`src/rtl/spi_byte_slave.sv`:
```
// SPI mode-0 byte slave: synchronises the pins to clk, deserialises MOSI and serialises the reply byte on MISO.
// Optional per-frame byte counter and frame_end pulse when SPI_SLAVE_FRAME_COUNT_EN is defined.
module spi_byte_slave #(
    parameter int unsigned SYNC_STAGES = 2
) (
    input  logic       clk,
    input  logic       rst,
    input  logic       sclk,
    input  logic       mosi,
    output logic       miso,
    input  logic       ss,
    input  logic [7:0] send_data,
    output logic       send_ready,
    output logic [7:0] recv_data,
    output logic       recv_ready
`ifdef SPI_SLAVE_FRAME_COUNT_EN
    ,
    output logic [7:0] frame_bytes,
    output logic       frame_end
`endif
);

    localparam logic [0:0] IDLE   = 1'b0;
    localparam logic [0:0] ACTIVE = 1'b1;
    localparam logic [2:0] FLUSH_CYCLES = 3'(SYNC_STAGES + 1);

    logic [SYNC_STAGES-1:0] sclk_meta, mosi_meta, ss_meta;
    logic sclk_s, mosi_s, ss_s;
    logic sclk_d, ss_d;
    logic sclk_rise, sclk_fall, ss_rise, ss_fall;
    logic [2:0] flush_cnt;
    logic armed;
    logic frame_start;

    logic [0:0] state;
    logic [2:0] bit_cnt;
    logic [7:0] rx_shift;
    logic [6:0] tx_shift;
    logic       byte_done;
    logic       seen_rise;

    assign sclk_s = sclk_meta[SYNC_STAGES-1];
    assign mosi_s = mosi_meta[SYNC_STAGES-1];
    assign ss_s   = ss_meta[SYNC_STAGES-1];

    always_ff @(posedge clk) begin
        if (rst) begin
            sclk_meta <= '0;
            mosi_meta <= '0;
            ss_meta   <= '1;
            sclk_d    <= 1'b0;
            ss_d      <= 1'b1;
            sclk_rise <= 1'b0;
            sclk_fall <= 1'b0;
            ss_rise   <= 1'b0;
            ss_fall   <= 1'b0;
        end else begin
            sclk_meta <= {sclk_meta[SYNC_STAGES-2:0], sclk};
            mosi_meta <= {mosi_meta[SYNC_STAGES-2:0], mosi};
            ss_meta   <= {ss_meta[SYNC_STAGES-2:0], ss};
            sclk_d    <= sclk_s;
            ss_d      <= ss_s;
            sclk_rise <= sclk_s & ~sclk_d;
            sclk_fall <= ~sclk_s & sclk_d;
            ss_rise   <= ss_s & ~ss_d;
            ss_fall   <= ~ss_s & ss_d;
        end
    end

    // The synchroniser resets to ss=1, so a pin already low at reset release looks like a fall.
    // Frames are only accepted once the flushed chain has shown ss genuinely high.
    always_ff @(posedge clk) begin
        if (rst) begin
            flush_cnt <= '0;
            armed     <= 1'b0;
        end else begin
            if (flush_cnt != FLUSH_CYCLES)
                flush_cnt <= flush_cnt + 3'd1;
            else if (ss_s && ss_d)
                armed <= 1'b1;
        end
    end

    assign frame_start = (state == IDLE) && ss_fall && armed;

    always_ff @(posedge clk) begin
        if (rst) begin
            state      <= IDLE;
            bit_cnt    <= '0;
            rx_shift   <= '0;
            tx_shift   <= '0;
            miso       <= 1'b0;
            send_ready <= 1'b0;
            recv_data  <= '0;
            recv_ready <= 1'b0;
            byte_done  <= 1'b0;
            seen_rise  <= 1'b0;
        end else begin
            send_ready <= 1'b0;
            recv_ready <= 1'b0;
            byte_done  <= 1'b0;
            if (byte_done) begin
                recv_data  <= rx_shift;
                recv_ready <= 1'b1;
            end
            case (state)
                IDLE: begin
                    miso    <= 1'b0;
                    bit_cnt <= '0;
                    if (frame_start) begin
                        state      <= ACTIVE;
                        tx_shift   <= send_data[6:0];
                        miso       <= send_data[7];
                        send_ready <= 1'b1;
                        seen_rise  <= 1'b0;
                    end
                end
                default: begin
                    if (ss_rise) begin
                        state     <= IDLE;
                        bit_cnt   <= '0;
                        miso      <= 1'b0;
                        seen_rise <= 1'b0;
                    end else if (sclk_rise) begin
                        rx_shift  <= {rx_shift[6:0], mosi_s};
                        bit_cnt   <= bit_cnt + 3'd1;
                        seen_rise <= 1'b1;
                        if (bit_cnt == 3'd7)
                            byte_done <= 1'b1;
                    end else if (sclk_fall) begin
                        if (bit_cnt != 3'd0) begin
                            miso     <= tx_shift[6];
                            tx_shift <= {tx_shift[5:0], 1'b0};
                        end else if (seen_rise) begin
                            tx_shift   <= send_data[6:0];
                            miso       <= send_data[7];
                            send_ready <= 1'b1;
                        end
                    end
                end
            endcase
        end
    end

`ifdef SPI_SLAVE_FRAME_COUNT_EN
    always_ff @(posedge clk) begin
        if (rst) begin
            frame_bytes <= '0;
            frame_end   <= 1'b0;
        end else begin
            frame_end <= (state == ACTIVE) && ss_rise;
            if (frame_start)
                frame_bytes <= '0;
            else if (byte_done && frame_bytes != 8'hFF)
                frame_bytes <= frame_bytes + 8'd1;
        end
    end
`endif

endmodule

```
`config.mk`:
```
export PLATFORM = sky130hd
export DESIGN_NAME = spi_byte_slave
export DESIGN_NICKNAME = d
export VERILOG_FILES = /design/src/rtl/spi_byte_slave.sv
export SDC_FILE = /design/constraint.sdc
export NUM_CORES = 1
export LEC_CHECK = 0
export BUFFER_PORTS_ARGS = -buffer_cell sky130_fd_sc_hd__buf_2
export CAP_MARGIN = 0
export CELL_PAD_IN_SITES_DETAIL_PLACEMENT = 1
export CELL_PAD_IN_SITES_GLOBAL_PLACEMENT = 2
export CORE_MARGIN = 2
export CORE_UTILIZATION = 32
export DETAILED_ROUTE_END_ITERATION = 10
export GPL_TIMING_DRIVEN = 0
export MAX_ROUTING_LAYER = met4
export PLACE_DENSITY = 0.83
export SYNTH_ARGS = -nofsm -noshare
export SYNTH_HDL_FRONTEND = slang
export SYNTH_SLANG_ARGS = --single-unit
```
`constraint.sdc`:
```
create_clock -name clk -period 1.6 [get_ports clk]
set_input_delay 0.24 -clock clk [delete_from_list [all_inputs] [get_ports clk]]
set_output_delay 0.24 -clock clk [all_outputs]
set_load 0.03 [all_outputs]
```
* After elaboration in Yosys (flattened, before gate mapping) *
Cells that the tools add are included.

word-level totals
  bits in registers = 48
  latch bits = 0
  bits in writable memories = 0
  ROM bits = 0
  memories kept = 0

cells by class
  add/subtract/negate cells = 2
  multiply operators = 0
  div/mod/pow operators = 0
  order comparisons = 0
  equality and inequality tests = 10
  shift-type cells = 0
  mux-type cells = 29
  bitwise operators = 12
  reductions and logical operators = 12

operators with widths
  operator                                        number
  2-to-1 mux 7 bit                                7
  2-to-1 mux 1 bit                                22
  != test 3 bit (second input constant)           3
  NOT 1 bit                                       8
  adder 3 x 1 -> 3 bit (second input constant)    2
  != test 2 bit (second input constant)           3
  AND reduction 3 bit                             2
  AND reduction 5 bit                             1
  bitwise AND 1 bit                               4
  != test 4 x 2 -> 1 bit (second input constant)  1
  AND reduction 2 bit                             2
  OR reduction 4 bit                              1
  == test 3 bit (second input constant)           1
  logical AND 1 bit                               3
  != test 3 x 1 -> 1 bit (second input constant)  1
  != test 3 x 2 -> 1 bit (second input constant)  1
  nonzero test 3 bit                              1
  OR reduction 3 bit                              1
  nonzero test 2 bit                              1

* Logic depth before layout (Yosys ltp) *
Gate-level depths: netlist of run 1.

  word-level depth = 6
  depth in mapped cells = 6
  depth with buffers taken out = 5

* Least setup slack after synthesis of run 1 *
Ideal clock, no wire load.

  kind = register to register
  from = reg bit_cnt[0]
  to = reg miso
  library setup time = 103 ps
  arrival = 1489 ps
  data required time = 1497 ps
  setup slack = 8 ps
  cell stages (with the launch flop) = 7
  buffers on the path = 1
  path through = dfxtp_1 inv_1 ha_1 or3b_1 buf_6 o2111a_1 a2111oi_2

between the ends
  cells in the longest elaborated chain, start to end = 6
  elaborated cells between the ends (all ways) = 8
  classes of those cells = eq/ne: 1; mux: 5; reduce/logical: 2

ends and longest elaborated chain
  element                 line  text
  from (decl)             36    logic [2:0] bit_cnt;
  from (signal assigned)  126   bit_cnt <= bit_cnt + 3'd1;
  nonzero test 3 bit *    131   if (bit_cnt != 3'd0) begin
  2-to-1 mux 1 bit        131
  2-to-1 mux 1 bit        130   end else if (sclk_fall) begin
  2-to-1 mux 1 bit        124   end else if (sclk_rise) begin
  2-to-1 mux 1 bit        119   if (ss_rise) begin
  2-to-1 mux 1 bit        106   case (state)
  to (signal assigned)    113   miso <= send_data[7];
  to (signal assigned)    132   miso <= tx_shift[6];
  to (signal assigned)    136   miso <= send_data[7];
  to (decl)               10    output logic miso,

Every way passes the cells marked *; elsewhere a longest branch is shown, timed or not. The select of a mux whose other input is x is not followed.
A chain may end at the register's enable or synchronous reset.

* Final worst setup path of run 1 *
  from = reg bit_cnt[0]
  to = reg tx_shift[3]

between the ends
  cells in the longest elaborated chain, start to end = 6
  elaborated cells between the ends (all ways) = 8
  classes of those cells = eq/ne: 1; mux: 5; reduce/logical: 2

ends and longest elaborated chain
  element               line  text
  nonzero test 3 bit *  131
  2-to-1 mux 7 bit      131
  2-to-1 mux 7 bit      130
  2-to-1 mux 7 bit      124
  2-to-1 mux 7 bit      119
  2-to-1 mux 7 bit      106
  to (signal assigned)  112   tx_shift <= send_data[6:0];
  to (signal assigned)  133   tx_shift <= {tx_shift[5:0], 1'b0};
  to (signal assigned)  135   tx_shift <= send_data[6:0];
  to (decl)             38    logic [6:0] tx_shift;

Marks and branches as above.

==> summary.md, run 1 <==
| Metric | Value |
|---|---|
| CTS clock-pin slew for the worst setup and hold paths | roughly 90 ps |
| Fmax | 0.637 GHz |
| Post-detailed-route via-to-cell ratio | 4.89 |
| Number of unique standard cell types used by synthesis | 32 |
| Final worst hold slack | 121 ps |
| Critical Setup Path Class | flop to flop |
| Peak ir drop on the vdd network | between 0.0004 and 0.0005 V |
| Maximum number of pins on one net before global-route repair | 15 |
| Most area-consuming cells after synthesis | dfxtp_1 (52%), mux2i_1 (11%), nor2_1 (4.4%), nor2b_1 (3.7%), ha_1 (3.4%) |
| Total placed instance area | 0.00206 mm^2 |
| Detailed-route DRC error count | 0 |
| Routability cong. | 0.743 |
| Number of enable-type register cells in the synthesized netlist | 0 |
| Flip-flop and latch count after synthesis | 48 |
| Final wirelength | 3900 um |
| Tightest Hold Check Type | primary input to flop |
| Maximum level of the CTS H-tree | 2 |
| Overflow left after global routing | 0 |
| Initial antenna violation count | 0 |
| DRC marker count from the first detailed-route iteration | 64 |
| Highest cell delay on the worst timing path | approximately 380 ps |
| Max Buffers Root-to-Sink | 2 |
| Number of pins with negative max-slew slack in the final report | 0 |
| Clk Tree Root Cell | clkbuf_8 |
| Largest area contributor in the synthesized netlist | dfxtp_1 |
| Leakage power | approximately 0.92 nW |
| Crit-path max FO | 7 |
| Die footprint | between 0.006 and 0.007 mm^2 |
| Number of placement rows | 27 |
| Number of instances on the worst hold path | 2 |
| Required @ worst endpoint | 1810 ps |
| Reported max-cap violation count | 0 |
| Post-cts hold buffer count | 0 |
| Share of synthesized cell area in full adder, half adder and majority cells | 3.37% |
| Post-Synthesis Cell Area | 0.00186 mm^2 |
| Layout Skew | 4.70 ps |
| Placeable core area | between 0.005 and 0.006 mm^2 |
| Area Growth Syn to Fin | 21.1% |
| Worst Reg2Reg Path Length in Cells | 6 |
| Clock Latency Late Sink | 300 ps |
| Overall power | 2.29 mW |
| Startpoint Class | flop |
| Capturing element type of the critical path | flop |
| Area fraction in compound gates after synthesis | 11.7% |
| Number of optimization iterations in the first detailed-route pass | 4 |
| Crit path time final | 1570 ps |
| Die boundary width | ~80 um |
| Number of synthesis warnings | 0 |
| Total global routing track utilization | 13.5% |
| Power per cell area | 1020 mW/mm^2 |
| Dominant combinational cell family by area after synthesis | simple AND/OR/NAND/NOR gates |
| Total negative slack for setup checks | 0 ps |
| Result of the run | finished clean |
| Share of flip-flops with an asynchronous set or reset | 0% |
| Worst relative slew slack | 57.5% |
| Via count of the first global-routing pass | 1,387 |
| Clock tree from TritonCTS | done |
| Average wire per standard cell | roughly 14 um |
| Setup violation total in the final timing report | 0 |
| Area of all placed cells without fillers | 0.00225 mm^2 |
| Num CTS Buffers | 5 |
| Buffers added on ports | 22 |
| Area share of the largest cell type after synthesis | 51.8% |
| Average cell area after synthesis | just over 10 um^2 |
| Synthesized-area fraction occupied by xor and xnor cells | 0.943% |
| Clock sink count | 48 |
| Count leader, synth | dfxtp_1 |
| Max stage delay cell, worst path | or3b_4 |
| Wire length of the first global-routing pass | 6590 um |
| Detailed placement HPWL | 2620 um |
| Y dimension of the die | 80.2 um |
| I/O pin count | 24 |
| Top flip-flop cell by instance count after synthesis | dfxtp_1 |
| Mux cell area share after synthesis | 10.8% |
| Via count | 1,404 |
| Nets in the synthesized netlist | ~200 |
| Starting density of the core | 33.5% |
| List of most frequent post-synthesis cells | dfxtp_1 (48), nor2_1 (22), mux2i_1 (20), nor2b_1 (11), a211oi_1 (8) |
| Remaining antenna violation count after routing | 0 |
| Simple-gate share of the synthesized area | between 15 and 20% |
| Period utilization | 98.0% |
| Critical path cell sequence | inv_2, ha_4, or3b_4, buf_6, a21o_4, a311oi_1 |
| Antenna fix cells | 0 |
| Setup repair after global routing missed its margin | true |
| Sequential-to-total area share from yosys stat | 51.8% |
| Post-synthesis instance total | around 180 |
| Fraction of layout instances using a drive strength above 1 | 25.1% |
| Actual transition at the worst max-transition pin | 638 ps |
| Total number of nets in the final design | around 230 |
| Final hold violations | 0 |
| CP arrival | 1780 ps |
power breakdown:
group / internal [mW] / total [mW] / switching [mW]
sequential: 1.22 / 1.24 / 0.0156
clock: 0.551 / 0.940 / 0.389
combinational: 0.0504 / 0.112 / 0.0617
total: 1.83 / 2.29 / 0.466
metrics by stage:
step                setup WS [ps]  cells  util, %
finish                       31.3    287     40.6
global route                -40.4    287     40.6
CTS                         -6.98    288     40.4
detailed placement           -137    277     37.1
global placement             -104    277     37.1
floorplan                    8.07    183        -
state kept, by name, indices dropped and copies added, names as in the netlist, 2 cells and up:
register   count
recv_data      8
rx_shift       8
tx_shift       7
bit_cnt        3
flush_cnt      3
mosi_meta      2
sclk_meta      2
ss_meta        2
timing repair:
item / CTS / global route
setup endpoints to repair: 8 / 9
resized for setup: 9 / 5
pin swaps: 5 / 3
cloned: 1 / 0
setup buffers: 3 / 0
endpoints found under the hold margin: 0 / 0
final timing paths:
| check | from | to | slack (ps) |
|---|---|---|---|
| worst max-delay path | bit_cnt[0]$_SDFFE_PP0P_ | tx_shift[3]$_SDFFE_PP0P_ | 30 |
| worst min-delay path | ss | ss_meta[0]$_SDFF_PP1_ | 120 |
| worst max register to register | bit_cnt[0]$_SDFFE_PP0P_ | tx_shift[3]$_SDFFE_PP0P_ | 30 |
| worst min register to register | sclk_meta[1]$_SDFF_PP0_ | sclk_fall$_SDFF_PP0_ | 410 |
cells in the final DEF (no fill, tap or decap), drive strengths merged, types with 3 or more instances in the layout:
master and n:
dfxtp 48, buf 32, nor2 22, mux2i 20, clkbuf 12, nor2b 11
a211oi 8, o21ai 7, nand3 6, inv 6, a311oi 6, ha 5
a21oi 4, nand3b 3, nand2b 3, or2 3, nor3 3, nor3b 3
area by class of cell:
| cell class | count | area [um^2] |
|---|---|---|
| Inverter | 6 | 22.5 |
| Clock buffer | 7 | 96.3 |
| Tap cell | 72 | 90.1 |
| Multi-Input combinational cell | 116 | 855 |
| Sequential cell | 48 | 963 |
| Clock inverter | 1 | 30.0 |
| Timing Repair Buffer | 26 | 138 |
| Fill cell | 647 | 3290 |
| Buffer | 11 | 53.8 |
metal layers:
metal	share of wire (%)	GRT usage, %	up-vias
met2	49	21.0	15
met3	2.3	3.37	6
met1	48	17.3	681
met5	0	-	-
li1	-	-	702
met4	0.85	4.58	0
worst max-delay path, delay by kind of cell, from the launching register on:
| kind | cells | cell delay [ps] |
|---|---|---|
| buffers and inverters | 2 | 200 |
| AO/OA/AOI/OAI | 2 | 430 |
| AND/OR/NAND/NOR | 1 | 380 |
| adder cells (fa/ha/maj) | 1 | 130 |
| flip-flops | 1 | 330 |
kinds of logic (layout without fill, tap and decap cells):
family          after synthesis  after routing
mux                          20             20
compound gates               30             30
flops                        48             48
buf+inv                      19             51
fa+ha+maj                     5              5
xor+xnor                      2              2
simple gates                 59             59
Power figures use the tool's default switching activity.
==> run 2, diff against run 1 <==
Settings changed: GPL_TIMING_DRIVEN 0 to default.
==> summary.md, run 2 (synthesis results as in run 1) <==
| Metric | Value |
|---|---|
| Detailed placement HPWL | 2590 um (was 2620 um) |
| Clk Tree Root Cell | clkbuf_8 (unchanged) |
| Total number of nets in the final design | 226 (was 232) |
| Average wire per standard cell | 13.1 um (was 13.6 um) |
| Placeable core area | 0.00554 mm^2 (unchanged) |
| Via count of the first global-routing pass | 1,366 (was 1,387) |
| Wire length of the first global-routing pass | 6530 um (was 6590 um) |
| Area Growth Syn to Fin | 20.6% (was 21.1%) |
| Setup violation total in the final timing report | 0 (unchanged) |
| Actual transition at the worst max-transition pin | 543 ps (was 638 ps) |
| Crit path setup slack, layout | 62.1 ps (was 31.3 ps) |
| CP arrival | 1720 ps (was 1780 ps) |
| Layout Skew | 3.50 ps (was 4.70 ps) |
| Capturing element type of the critical path | flop (unchanged) |
| Fraction of layout instances using a drive strength above 1 | 26.8% (was 25.1%) |
| Max Buffers Root-to-Sink | 2 (unchanged) |
| Clock Latency Late Sink | 290 ps (was 300 ps) |
| Total global routing track utilization | 13.6% (was 13.5%) |
| CTS clock-pin slew for the worst setup and hold paths | 90 ps (about the same) |
| Cell count after placement | 273 (was 277) |
| Tightest Hold Check Type | primary input to flop (unchanged) |
| Launch point of the worst path | bit_cnt[1]$_SDFFE_PP0P_ (was bit_cnt[0]$_SDFFE_PP0P_) |
| Buffers added on ports | 23 (was 22) |
| Routability cong. | 0.779 (was 0.743) |
| Remaining antenna violation count after routing | 0 (unchanged) |
| Y dimension of the die | 80.2 um (unchanged) |
| Final worst hold slack | 118 ps (was 121 ps) |
| Peak ir drop on the vdd network | 0.000640 V (was 0.000496 V) |
| Die footprint | 0.00643 mm^2 (unchanged) |
| Via count | 1,355 (was 1,404) |
| Required @ worst endpoint | 1780 ps (was 1810 ps) |
| Clock tree from TritonCTS | done (unchanged) |
| Die boundary width | 80.2 um (unchanged) |
| Initial antenna violation count | 0 (unchanged) |
| Fmax | 0.650 GHz (was 0.637 GHz) |
| Number of placement rows | 27 (unchanged) |
| Clock sink count | 48 (unchanged) |
| Maximum number of pins on one net before global-route repair | 33 (was 15) |
| Startpoint Class | flop (unchanged) |
| Leakage power | 0.900 nW (was 0.915 nW) |
| DRC marker count from the first detailed-route iteration | 65 (was 64) |
| Final standard cell count with taps included and fillers excluded | 281 (was 287) |
| Setup Slack @ Placement | -11.6 ps (was -137 ps) |
| Critical Setup Path Class | flop to flop (unchanged) |
| Number of pins with negative max-slew slack in the final report | 0 (unchanged) |
| Starting density of the core | 33.5% (unchanged) |
| Detailed-route DRC error count | 0 (unchanged) |
| Final hold violations | 0 (unchanged) |
| Num CTS Buffers | 5 (unchanged) |
| Beginning of the worst hold path | ss (unchanged) |
| Overall power | 2.21 mW (was 2.29 mW) |
| Result of the run | finished clean (unchanged) |
| Largest registers | recv_data (8), rx_shift (8), tx_shift (7) (unchanged) |
| FF-to-FF Start | bit_cnt[1]$_SDFFE_PP0P_ (was bit_cnt[0]$_SDFFE_PP0P_) |
| Top library cells by usage in the layout, fill and taps aside | dfxtp_1 (47), buf_2 (23), nor2_1 (22) (was dfxtp_1 (46), buf_2 (26), nor2_1 (22)) |
| Worst relative slew slack | 63.8% (was 57.5%) |
| Maximum level of the CTS H-tree | 2 (unchanged) |
| Period utilization | 96.1% (was 98.0%) |
| Most common cell after layout, fill and taps aside | dfxtp_1 (unchanged) |
| Crit path time final | 1540 ps (was 1570 ps) |
| Antenna fix cells | 0 (unchanged) |
| Final wirelength | 3690 um (was 3900 um) |
| Post-cts hold buffer count | 0 (unchanged) |
| Reported max-cap violation count | 0 (unchanged) |
| Post-detailed-route via-to-cell ratio | 4.82 (was 4.89) |
| Overflow left after global routing | 0 (unchanged) |
| Power per cell area | 989 mW/mm^2 (was 1020 mW/mm^2) |
| I/O pin count | 24 (unchanged) |
| Crit-path max FO | 5 (was 7) |
| Number of optimization iterations in the first detailed-route pass | 3 (was 4) |
[run 2: changes by cell type in the layout (fill, tap and decap cells not counted), sizes merged]
cell	before	now
clkinvlp	0	1
clkinv	0	1
buf	32	31
clkbuf	12	5
[run 2: through the flow]
step	TNS (ps)	utilization, %	instance area (um^2)
after detailed placement	-19.6	37.2	2060
after floorplan	0	-	1860
final	0	40.4	2240
after global routing	-44.2	40.4	2240
after global placement	0	37.2	2060
after CTS	0	39.4	2180
[run 2: timing repair]
item                                   in CTS  in global routing
endpoints found under the hold margin       0                  0
gates cloned                                0                  0
setup endpoints to repair                   5                  7
setup buffers                               0                  0
gates resized for setup                     4                 10
pin swaps                                   0                  2
[run 2: worst max-delay path, stage by stage, from the launching register on]
cell and delay (ps):
dfxtp_2 340, inv_1 80, ha_4 140, or3b_4 410, buf_4 180, a211oi_1 210, a311oi_1 70
[run 2: per-layer routing]
| metal | up-vias | GRT usage [%] | part of all wire [%] |
|---|---|---|---|
| met4 | 0 | 5.59 | 1.6 |
| li1 | 686 | - | - |
| met5 | - | - | 0 |
| met3 | 6 | 3.48 | 2.5 |
| met1 | 651 | 16.4 | 47 |
| met2 | 12 | 21.5 | 48 |
[run 2: area by class of cell]
| class | count | area [um^2] |
|---|---|---|
| fillers | 650 | 3300 |
| flip-flops and latches | 48 | 962 |
| multi-input cells | 116 | 877 |
| repair buffers | 31 | 175 |
| well taps | 72 | 90.1 |
| clock buffers | 5 | 68.8 |
| clock inverters | 3 | 42.5 |
| inverters | 6 | 22.5 |
[run 2: power by group]
group,internal [mW],switching (mW),leakage (nW)
sequential,1.22,0.0159,0.390
clock,0.462,0.397,0.0541
combinational,0.0528,0.0609,0.457
total,1.74,0.474,0.900
[run 2: path summary, 6_finish.rpt]
path         cells after the start                        to  slack (ps)
max                              6  tx_shift[3]$_SDFFE_PP0P_          60
min                              2     ss_meta[0]$_SDFF_PP1_         120
max reg2reg                      6  tx_shift[3]$_SDFFE_PP0P_          60
min reg2reg                      1      sclk_rise$_SDFF_PP0_         410
==> run 3, diff against run 2 <==
Settings changed: CAP_MARGIN 0 to 30, SETUP_SLACK_MARGIN from default to 0.2.
==> summary.md, run 3 (synthesis results as in run 1) <==
| Metric | Value |
|---|---|
| Starting density of the core | 33.5% (unchanged) |
| Area Growth Syn to Fin | 22.8% (was 20.6%) |
| Post-cts hold buffer count | 0 (unchanged) |
| Via count of the first global-routing pass | 1,303 (was 1,366) |
| Required @ worst endpoint | 1820 ps (was 1780 ps) |
| I/O pin count | 24 (unchanged) |
| Number of optimization iterations in the first detailed-route pass | 4 (was 3) |
| Total number of nets in the final design | 231 (was 226) |
| FF-to-FF Start | bit_cnt[1]$_SDFFE_PP0P_ (unchanged) |
| Antenna fix cells | 0 (unchanged) |
| Maximum level of the CTS H-tree | 2 (unchanged) |
| Number of placement rows | 27 (unchanged) |
| Worst relative slew slack | 68.5% (was 63.8%) |
| Die footprint | 0.00643 mm^2 (unchanged) |
| Remaining antenna violation count after routing | 0 (unchanged) |
| Detailed placement HPWL | 2580 um (was 2590 um) |
| Reported max-cap violation count | 0 (unchanged) |
| Beginning of the worst hold path | ss (unchanged) |
| Buffers added on ports | 23 (unchanged) |
| Die boundary width | 80.2 um (unchanged) |
| Average wire per standard cell | 12.9 um (was 13.1 um) |
| Layout Skew | 8.51 ps (was 3.50 ps) |
| Critical Setup Path Class | flop to flop (unchanged) |
| Detailed-route DRC error count | 0 (unchanged) |
| Final standard cell count with taps included and fillers excluded | 286 (was 281) |
| Clk Tree Root Cell | clkbuf_8 (unchanged) |
| Fraction of met2 tracks used by global routing | 19.7% (was 21.5%) |
| Global routing's busiest layer | met2 (unchanged) |
| Routability cong. | 0.731 (was 0.779) |
| Tightest Hold Check Type | primary input to flop (unchanged) |
| Number of pins with negative max-slew slack in the final report | 0 (unchanged) |
| Final wirelength | 3680 um (was 3690 um) |
| DRC marker count from the first detailed-route iteration | 91 (was 65) |
| Peak ir drop on the vdd network | 0.000373 V (was 0.000640 V) |
| CP arrival | 1720 ps (about the same) |
| Setup violation total in the final timing report | 0 (unchanged) |
| Initial antenna violation count | 0 (unchanged) |
| Actual transition at the worst max-transition pin | 472 ps (was 543 ps) |
| Startpoint Class | flop (unchanged) |
| Clock sink count | 48 (unchanged) |
| Largest registers | recv_data (8), rx_shift (8), tx_shift (7) (unchanged) |
| CTS clock-pin slew for the worst setup and hold paths | 90 ps (about the same) |
| Clock tree from TritonCTS | done (unchanged) |
| Via count | 1,384 (was 1,355) |
| Overflow left after global routing | 0 (unchanged) |
| Final worst hold slack | 118 ps (about the same) |
| Met3 Use GR | 3.71% (was 3.48%) |
| Final hold violations | 0 (unchanged) |
| Result of the run | finished clean (unchanged) |
| Post-detailed-route via-to-cell ratio | 4.84 (was 4.82) |
| Y dimension of the die | 80.2 um (unchanged) |
| Num CTS Buffers | 5 (unchanged) |
| Share of the core filled with cells in the final layout | 41.1% (was 40.4%) |
| Period utilization | 93.7% (was 96.1%) |
| Launch point of the worst path | bit_cnt[1]$_SDFFE_PP0P_ (unchanged) |
| Cell count after placement | 273 (unchanged) |
| Crit-path max FO | 7 (was 5) |
| Max Buffers Root-to-Sink | 2 (unchanged) |
| Met1 track demand over resource | 16.4% (about the same) |
| Top library cells by usage in the layout, fill and taps aside | dfxtp_1 (45), buf_2 (23), nor2_1 (22) (was dfxtp_1 (47), buf_2 (23), nor2_1 (22)) |
| Setup repair after global routing missed its margin | true |
| Total global routing track utilization | 12.8% (was 13.6%) |
| Leakage power | 0.922 nW (was 0.900 nW) |
| Capturing element type of the critical path | flop (unchanged) |
| Maximum number of pins on one net before global-route repair | 22 (was 33) |
| Wire length of the first global-routing pass | 6200 um (was 6530 um) |
| Setup Slack @ Placement | -23.2 ps (was -11.6 ps) |
| Fmax | 0.667 GHz (was 0.650 GHz) |
| Most common cell after layout, fill and taps aside | dfxtp_1 (unchanged) |
| Fraction of layout instances using a drive strength above 1 | 30.4% (was 26.8%) |
| Number of fill cells | 643 (was 650) |
| Placeable core area | 0.00554 mm^2 (unchanged) |
| Clock Latency Late Sink | 300 ps (was 290 ps) |
| Power per cell area | 920 mW/mm^2 (was 989 mW/mm^2) |
| Crit path setup slack, layout | 100 ps (was 62.1 ps) |
| Crit path time final | 1500 ps (was 1540 ps) |
==> run 3: worst max-delay path: stages, from the launching register on <==
cell	delay (ps)
dfxtp_2	330
inv_2	60
ha_4	140
or3b_4	410
a21o_4	260
a311oi_1	210
==> run 3: power breakdown <==
group          switching [mW]  internal (mW)  total, mW
registers              0.0158           1.22       1.24
clock network           0.426          0.314      0.740
logic                  0.0610         0.0557      0.117
total                   0.503           1.59       2.10
==> run 3: final timing paths <==
path / end / slack [ps] / depth (start not counted)
setup / recovery: tx_shift[1]$_SDFFE_PP0P_ / 100 / 5
hold reg to reg: ss_meta[1]$_SDFF_PP1_ / 410 / 1
hold / removal: ss_meta[0]$_SDFF_PP1_ / 120 / 2
setup reg to reg: tx_shift[1]$_SDFFE_PP0P_ / 100 / 5
==> run 3: routing by layer <==
| metal | share of wire, % | vias to the layer above |
|---|---|---|
| met4 | 0.57 | 0 |
| met1 | 48 | 667 |
| li1 | - | 702 |
| met3 | 2.9 | 2 |
| met5 | 0 | - |
| met2 | 49 | 13 |
==> run 3: final cells by class <==
cell class	instances	area (um^2)	area share, %
multi-input cells	117	893	39.2
clock inverters	3	22.5	0.988
repair buffers	35	218	9.55
well taps	72	90.1	3.95
flip-flops and latches	48	965	42.3
inverters	6	22.5	0.988
clock buffers	5	68.8	3.02
==> run 3: timing repair <==
action                     CTS  global route
setup buffers                2             2
cloned                       1             0
gates resized for setup      7             5
setup endpoints to repair    8             8
==> run 3: per-stage QoR <==
step / total power, mW / TNS [ps] / instance area, um^2
6_report: 2.10 / 0 / 2280
4_1_cts: 2.13 / 0 / 2250
3_3_place_gp: 1.38 / 0 / 2100
3_5_place_dp: 1.38 / -70.9 / 2100
5_1_grt: 2.19 / 0 / 2280
2_1_floorplan: 1.34 / 0 / 1880
